`config.mk`:
```
export PLATFORM = sky130hd
export DESIGN_NAME = time_set_uart_rx
export DESIGN_NICKNAME = d
export VERILOG_FILES = /design/src/rtl/time_set_uart_rx_pkg.sv /design/src/rtl/time_set_uart_rx_uart_rx_byte.sv /design/src/rtl/time_set_uart_rx.sv
export SDC_FILE = /design/constraint.sdc
export NUM_CORES = 1
export LEC_CHECK = 0
export ABC_AREA = 1
export BUFFER_PORTS_ARGS = -buffer_cell sky130_fd_sc_hd__buf_2
export CAP_MARGIN = 20
export CORE_ASPECT_RATIO = 0.6
export CORE_UTILIZATION = 45
export CTS_BUF_LIST = sky130_fd_sc_hd__clkbuf_16
export CTS_CLUSTER_SIZE = 40
export DETAILED_ROUTE_END_ITERATION = 6
export PLACE_DENSITY = 0.72
export SLEW_MARGIN = 20
export SYNTH_ARGS = -nofsm -noshare
export SYNTH_HDL_FRONTEND = slang
export SYNTH_SLANG_ARGS = --single-unit
```
`constraint.sdc`:
```
create_clock -name CLK -period 2.4 [get_ports CLK]
set_clock_uncertainty 0.15 [all_clocks]
set_input_delay 0.48 -clock CLK [delete_from_list [all_inputs] [get_ports CLK]]
set_output_delay 0.48 -clock CLK [all_outputs]
set_load 0.05 [all_outputs]
```
`src/rtl/time_set_uart_rx_pkg.sv`:
```
// Shared constants, state encodings and time payload for the UART time-set receiver.
package time_set_uart_rx_pkg;

    localparam logic [7:0] ASCII_T  = 8'h54;
    localparam logic [7:0] ASCII_CR = 8'h0D;
    localparam logic [7:0] ASCII_0  = 8'h30;
    localparam logic [7:0] ASCII_9  = 8'h39;

    typedef enum logic [1:0] {
        RX_IDLE,
        RX_START,
        RX_DATA,
        RX_STOP
    } rx_state_t;

    typedef enum logic [2:0] {
        P_WAIT_T,
        P_D0,
        P_D1,
        P_D2,
        P_D3,
        P_D4,
        P_D5,
        P_WAIT_CR
    } parse_state_t;

    // HH:MM:SS as BCD digits, most significant first
    typedef struct packed {
        logic [1:0] h1;
        logic [3:0] h0;
        logic [2:0] m1;
        logic [3:0] m0;
        logic [2:0] s1;
        logic [3:0] s0;
    } time_bcd_t;

    // Largest legal digit for the frame position; hours units depend on hours tens
    function automatic logic [3:0] digit_max(input parse_state_t s, input logic [1:0] h1);
        logic [3:0] m;
        m = 4'd9;
        case (s)
            P_D0:       m = 4'd2;
            P_D1:       m = (h1 == 2'd2) ? 4'd3 : 4'd9;
            P_D2, P_D4: m = 4'd5;
            default:    m = 4'd9;
        endcase
        return m;
    endfunction

endpackage

```
`src/rtl/time_set_uart_rx_uart_rx_byte.sv`:
```
// 8N1 UART byte receiver with input synchronizer; pulses VALID on a good stop bit, FERR on a bad one.
module uart_rx_byte
    import time_set_uart_rx_pkg::*;
#(
    parameter int unsigned DIV = 434
) (
    input  logic       CLK,
    input  logic       RESET,
    input  logic       RXD,
    output logic [7:0] DATA,
    output logic       VALID,
    output logic       FERR
);

    localparam int unsigned HALF = DIV / 2;
    localparam int unsigned CW   = (DIV > 1) ? $clog2(DIV) : 1;

    logic            r_sync1;
    logic            r_sync2;
    logic            r_prev;
    rx_state_t       r_state;
    rx_state_t       w_next;
    logic [CW-1:0]   r_cnt;
    logic [2:0]      r_bit;
    logic [7:0]      r_shift;
    logic            r_valid;
    logic            r_ferr;
    logic            w_fall;
    logic            w_half;
    logic            w_full;
    logic            w_valid_c;
    logic            w_ferr_c;

    assign w_fall = r_prev & ~r_sync2;
    assign w_half = (r_cnt == CW'(HALF - 1));
    assign w_full = (r_cnt == CW'(DIV - 1));

    assign DATA  = r_shift;
    assign VALID = r_valid;
    assign FERR  = r_ferr;

    // Two-flop synchronizer plus one delayed copy for edge detection
    always_ff @(posedge CLK) begin
        if (!RESET) begin
            r_sync1 <= 1'b1;
            r_sync2 <= 1'b1;
            r_prev  <= 1'b1;
        end else begin
            r_sync1 <= RXD;
            r_sync2 <= r_sync1;
            r_prev  <= r_sync2;
        end
    end

    always_ff @(posedge CLK) begin
        if (!RESET) begin
            r_state <= RX_IDLE;
        end else begin
            r_state <= w_next;
        end
    end

    always_comb begin
        w_next = r_state;
        case (r_state)
            RX_IDLE:  if (w_fall) w_next = RX_START;
            RX_START: if (w_half) w_next = r_sync2 ? RX_IDLE : RX_DATA;
            RX_DATA:  if (w_full && (r_bit == 3'd7)) w_next = RX_STOP;
            RX_STOP:  if (w_full) w_next = RX_IDLE;
            default:  w_next = RX_IDLE;
        endcase
    end

    always_comb begin
        w_valid_c = 1'b0;
        w_ferr_c  = 1'b0;
        if ((r_state == RX_STOP) && w_full) begin
            w_valid_c = r_sync2;
            w_ferr_c  = ~r_sync2;
        end
    end

    // Bit timing, shift register and registered strobes
    always_ff @(posedge CLK) begin
        if (!RESET) begin
            r_cnt   <= '0;
            r_bit   <= '0;
            r_shift <= '0;
            r_valid <= 1'b0;
            r_ferr  <= 1'b0;
        end else begin
            r_valid <= w_valid_c;
            r_ferr  <= w_ferr_c;
            case (r_state)
                RX_START: r_cnt <= w_half ? '0 : r_cnt + CW'(1);
                RX_DATA: begin
                    if (w_full) begin
                        r_cnt   <= '0;
                        r_bit   <= r_bit + 3'd1;
                        r_shift <= {r_sync2, r_shift[7:1]};
                    end else begin
                        r_cnt <= r_cnt + CW'(1);
                    end
                end
                RX_STOP: r_cnt <= w_full ? '0 : r_cnt + CW'(1);
                default: begin
                    r_cnt <= '0;
                    r_bit <= '0;
                end
            endcase
        end
    end

endmodule

```
`src/rtl/time_set_uart_rx.sv`:
```
// Serial "THHMMSS<CR>" time-set receiver: validates the frame and presets the counter chain via LOAD.
module time_set_uart_rx
    import time_set_uart_rx_pkg::*;
#(
    parameter int unsigned CLK_HZ = 50_000_000,
    parameter int unsigned BAUD   = 115_200
) (
    input  logic       CLK,
    input  logic       RESET,
    input  logic       RXD,
    output logic       LOAD,
    output logic [3:0] SET_CNT10,
    output logic [2:0] SET_CNT6,
    output logic [3:0] SET_CNT10M,
    output logic [2:0] SET_CNT6M,
    output logic [3:0] SET_CNT10T,
    output logic [1:0] SET_CNT3T,
    output logic       ERR,
    output logic       BUSY
);

    localparam int unsigned DIV = CLK_HZ / BAUD;

    logic [7:0]   w_byte;
    logic         w_valid;
    logic         w_ferr;
    logic [3:0]   w_digit;
    logic         w_is_digit;
    logic         w_digit_ok;
    logic         w_in_frame;
    logic         w_load_c;
    logic         w_err_c;
    logic         w_store_c;
    parse_state_t r_state;
    parse_state_t w_next;
    time_bcd_t    r_shadow;
    time_bcd_t    r_set;
    logic         r_load;
    logic         r_err;
    logic         r_busy;

    uart_rx_byte #(
        .DIV (DIV)
    ) u_rx (
        .CLK   (CLK),
        .RESET (RESET),
        .RXD   (RXD),
        .DATA  (w_byte),
        .VALID (w_valid),
        .FERR  (w_ferr)
    );

    assign w_is_digit = (w_byte >= ASCII_0) && (w_byte <= ASCII_9);
    assign w_digit    = 4'(w_byte - ASCII_0);
    assign w_digit_ok = w_is_digit && (w_digit <= digit_max(r_state, r_shadow.h1));
    assign w_in_frame = (r_state != P_WAIT_T);

    assign LOAD       = r_load;
    assign ERR        = r_err;
    assign BUSY       = r_busy;
    assign SET_CNT3T  = r_set.h1;
    assign SET_CNT10T = r_set.h0;
    assign SET_CNT6M  = r_set.m1;
    assign SET_CNT10M = r_set.m0;
    assign SET_CNT6   = r_set.s1;
    assign SET_CNT10  = r_set.s0;

    always_ff @(posedge CLK) begin
        if (!RESET) begin
            r_state <= P_WAIT_T;
        end else begin
            r_state <= w_next;
        end
    end

    // A 'T' anywhere restarts the frame; aborts and bad bytes fall back to WAIT_T
    always_comb begin
        w_next = r_state;
        if (!w_in_frame) begin
            if (w_valid && (w_byte == ASCII_T)) w_next = P_D0;
        end else if (w_ferr) begin
            w_next = P_WAIT_T;
        end else if (w_valid) begin
            if (w_byte == ASCII_T) begin
                w_next = P_D0;
            end else if ((r_state == P_WAIT_CR) || !w_digit_ok) begin
                w_next = P_WAIT_T;
            end else begin
                case (r_state)
                    P_D0:    w_next = P_D1;
                    P_D1:    w_next = P_D2;
                    P_D2:    w_next = P_D3;
                    P_D3:    w_next = P_D4;
                    P_D4:    w_next = P_D5;
                    P_D5:    w_next = P_WAIT_CR;
                    default: w_next = P_WAIT_T;
                endcase
            end
        end
    end

    always_comb begin
        w_load_c  = 1'b0;
        w_err_c   = 1'b0;
        w_store_c = 1'b0;
        if (w_in_frame) begin
            if (w_ferr) begin
                w_err_c = 1'b1;
            end else if (w_valid && (w_byte != ASCII_T)) begin
                if (r_state == P_WAIT_CR) begin
                    w_load_c = (w_byte == ASCII_CR);
                    w_err_c  = (w_byte != ASCII_CR);
                end else begin
                    w_store_c = w_digit_ok;
                    w_err_c   = ~w_digit_ok;
                end
            end
        end
    end

    always_ff @(posedge CLK) begin
        if (!RESET) begin
            r_load   <= 1'b0;
            r_err    <= 1'b0;
            r_busy   <= 1'b0;
            r_shadow <= '0;
            r_set    <= '0;
        end else begin
            r_load <= w_load_c;
            r_err  <= w_err_c;
            r_busy <= (w_next != P_WAIT_T);
            if (w_store_c) begin
                case (r_state)
                    P_D0:    r_shadow.h1 <= 2'(w_digit);
                    P_D1:    r_shadow.h0 <= w_digit;
                    P_D2:    r_shadow.m1 <= 3'(w_digit);
                    P_D3:    r_shadow.m0 <= w_digit;
                    P_D4:    r_shadow.s1 <= 3'(w_digit);
                    P_D5:    r_shadow.s0 <= w_digit;
                    default: ;
                endcase
            end
            if (w_load_c) r_set <= r_shadow;
        end
    end

endmodule
```
==> summary.md <==
| Metric | Value |
|---|---|
| # diodes | 0 |
| Critical Path Max Stage Delay | between 0.3 and 0.4 ns |
| Die Ht | approximately 68 um |
| Register area share after synthesis | a little under half |
| Number of synthesized flops with an enable pin | 0 |
| Top-count cell post-synth | nand2_1 |
| Placed Area | 3500 um2 |
| Failing checks | DRC |
| CTS tree | built |
| Via count | ~2900 |
| Largest net degree at the start of global routing | 41 |
| Area fraction of the dominant cell type after synthesis | between 40% and 50% |
| Fmax | 428 MHz |
| Detailed placement HPWL | around 5100 um |
| Initial Utilization | about 48% |
| CTS Sinks | between 70 and 80 |
| GP Congestion | 0.873 |
| Post-Synthesis Cells | between 400 and 500 |
| Clk buf depth | 2 |
| Final WS setup | about 0.061 ns |
| Leakage power | approximately 1.7 nW |
| CP required | around 2.5 ns |
| Unrepaired setup endpoints after global routing | yes |
| Hold WC Path Type | input port to flop |
| Fin cells | between 500 and 600 |
| WP data arrival | roughly 2.5 ns |
| Share of layout cells above drive strength 1 | between 20 and 25% |
| Kind of critical path | flop to flop |
| Top cell by count, worst path | nand2_1 |
| First-pass detailed-route iteration total | 6 |
| Die ar. | 7560 um2 |
| Final Cycle Share | 97.5% |
| Synth Cell Area | between 3000 and 4000 um2 |
| Vias in the first global route | 2441 |
| Total GRT Usage | between 20% and 30% |
| Core box area | 6820 um2 |
| DRC Markers | 3 |
| Hold_buf cts | 0 |
| Design Power | 2.41 mW |
| Pwr dens | 617 nW/um2 |
| Per-cell routed wire length | around 13 um |
| Die width | approximately 110 um |
| Overflow after GRT | 0 |
| Status | finished with violations |
| Largest area contributor in the netlist | dfxtp_1 |
| Place WS | -0.104 ns |
| CP max stage cell | dfxtp_4 |
| Cell family contributing the most delay on the critical path | simple AND/OR/NAND/NOR gates |
| Final slew viol count | 0 |
| DP Cell Count | approximately 550 |
| Hold Violations, Final | 0 |
| CTS buffer count | 9 |
| Remaining antenna violation count | 0 |
| Synth async-reset ratio | 0% |
| Synth area leaders | dfxtp_1 (45%), nand2_1 (8.9%), a21oi_1 (7.4%) |
| Worst-Margin Slew | 0.639 ns |
| Netlist cell types | 30 |
| Crit-path max FO | 6 |
| WL final | roughly 7400 um |
| Max-cap viol count | 0 |
| Root Buffer | clkbuf_16 |
| Fill cells | between 600 and 700 |
| Initial DRC Count | ~180 |
| Nets | between 400 and 500 |
| Worst-path clk slew | ~0.06 ns |
| Final setup viols | 0 |
| # H-tree levels | 3 |
| Register Area | around 1500 um2 |
| Worst setup EP type | flop |
| Syn-to-layout area delta | 20.5% |
| IO buf count | 25 |
| Crit-path cells | buf_4 > nor3_4 > a21oi_2 > ha_1 > nand2_2 > inv_2 > nor2_1 > nand2_1 > nand2_2 > nor2_4 > buf_6 > nand3b_1 > nand2_1 > nand2_1 > nor2_1 |
| Buf+Inv Stages, Crit Path | 3 |
| Vias per cell | 5.08 |
| Top_reg_cell synth | dfxtp_1 |
| Peak VDD IR | about 560 uV |
| Initial antenna violation count | 0 |
| Synth top cells by count | nand2_1 (77), dfxtp_1 (73), nor2_1 (64) |
| Mapped Nets | about 450 |
| Startpoint Class | flop |
| Register bit total from synthesis | 73 |
| Final Util | ~57% |
| Slew headroom | between 50% and 60% |
| Multi-input gate area | about 1600 um2 |
| YS warnings | 0 |
| Final Critical Period | between 2 and 2.5 ns |
| Std-Cell Rows | 23 |
| Final instance area | between 3000 and 4000 um2 |
| Syn Area/Cell | 7.38 um2 |
| Clk_lat worst skew | about 0.33 ns |
| I/O pin total | 26 |
| First-pass GRT wire length | between 10000 and 15000 um |
==> flip-flops by register name, indices dropped and copies added (netlist names), 2 cells and up, named ones only <==
| register | count |
|---|---|
| SET_CNT10T | 4 |
| SET_CNT10M | 4 |
| SET_CNT3T | 2 |
| r_shadow | 20 |
| SET_CNT10 | 4 |
| r_state | 3 |
| SET_CNT6 | 3 |
| u_rx.r_cnt | 9 |
| SET_CNT6M | 3 |
| u_rx.r_bit | 3 |
| u_rx.DATA | 8 |
==> placed cells by master, fill, tap and decap left out, drive strengths merged <==
cell type and n:
clkinv 5, clkbuf 9, o21a 1, nand3b 4
a31oi 1, nand4 18, or2 2, dfxtp 73
nor3b 1, o21ai 35, buf 47, inv 50
nand3 17, o211a 1, xnor2 2, ha 9
nor2 67, nand2 79, xor2 3, nor3 8
a21oi 48
==> logic make-up (layout without fill, tap and decap cells) <==
family | count (synthesis) | count (layout) | share of synthesized area [%]
xor gates and xnor gates | 5 | 5 | 1.35
DFF | 73 | 73 | 45.1
and+or+nand+nor | 196 | 196 | 27.1
adders and majority gates | 9 | 9 | 3.47
buffers and inverters | 70 | 111 | 9.49
AOI/OAI and AO/OA | 86 | 86 | 13.5
==> layout make-up <==
class	count	area share [%]
Timing Repair Buffer	47	8.04
Clock buffer	9	5.76
Inverter	48	4.67
Sequential cell	73	37.6
Multi-Input combinational cell	296	40.3
Tap cell	87	2.79
Clock inverter	7	0.768
==> path summary, 6_finish.rpt <==
path	startpoint	slack [ns]	cells after the start	to
worst max-delay path	r_state[0]$_SDFF_PN0_	0.06	15	r_shadow[5]$_SDFFE_PN0P_
worst min-delay path	RXD	0.18	2	u_rx.r_sync1$_SDFF_PN1_
worst max register to register	r_state[0]$_SDFF_PN0_	0.06	15	r_shadow[5]$_SDFFE_PN0P_
worst min register to register	u_rx.r_sync1$_SDFF_PN1_	0.26	1	u_rx.r_sync2$_SDFF_PN1_
==> stage by stage <==
stage	TNS (ns)	hold WS, ns
global route	-0.376	0.172
CTS	0	0.173
detailed placement	-0.860	0.248
floorplan	0	0.243
global placement	0	0.246
finish	0	0.180
==> per-layer routing <==
metal / part of all wire (%) / up-vias / global-route usage [%]
met2: 42 / 71 / 28.4
li1: - / 1510 / -
met4: 0 / 0 / 9.12
met5: 0 / - / 0
met3: 6.6 / 0 / 6.19
met1: 51 / 1299 / 30.1
==> what timing repair did <==
action                     CTS  global route
cloned                       0             1
pin swaps                    0            12
gates resized for setup      4            32
buffers inserted             0             3
setup endpoints to repair   18            23
==> power breakdown <==
part / switching, mW / leakage, nW / internal (mW)
combinational: 0.0322 / 0.981 / 0.0135
sequential: 0.00235 / 0.591 / 1.21
clock: 0.473 / 0.136 / 0.677
Note: power is estimated with default switching activity, not from simulation.
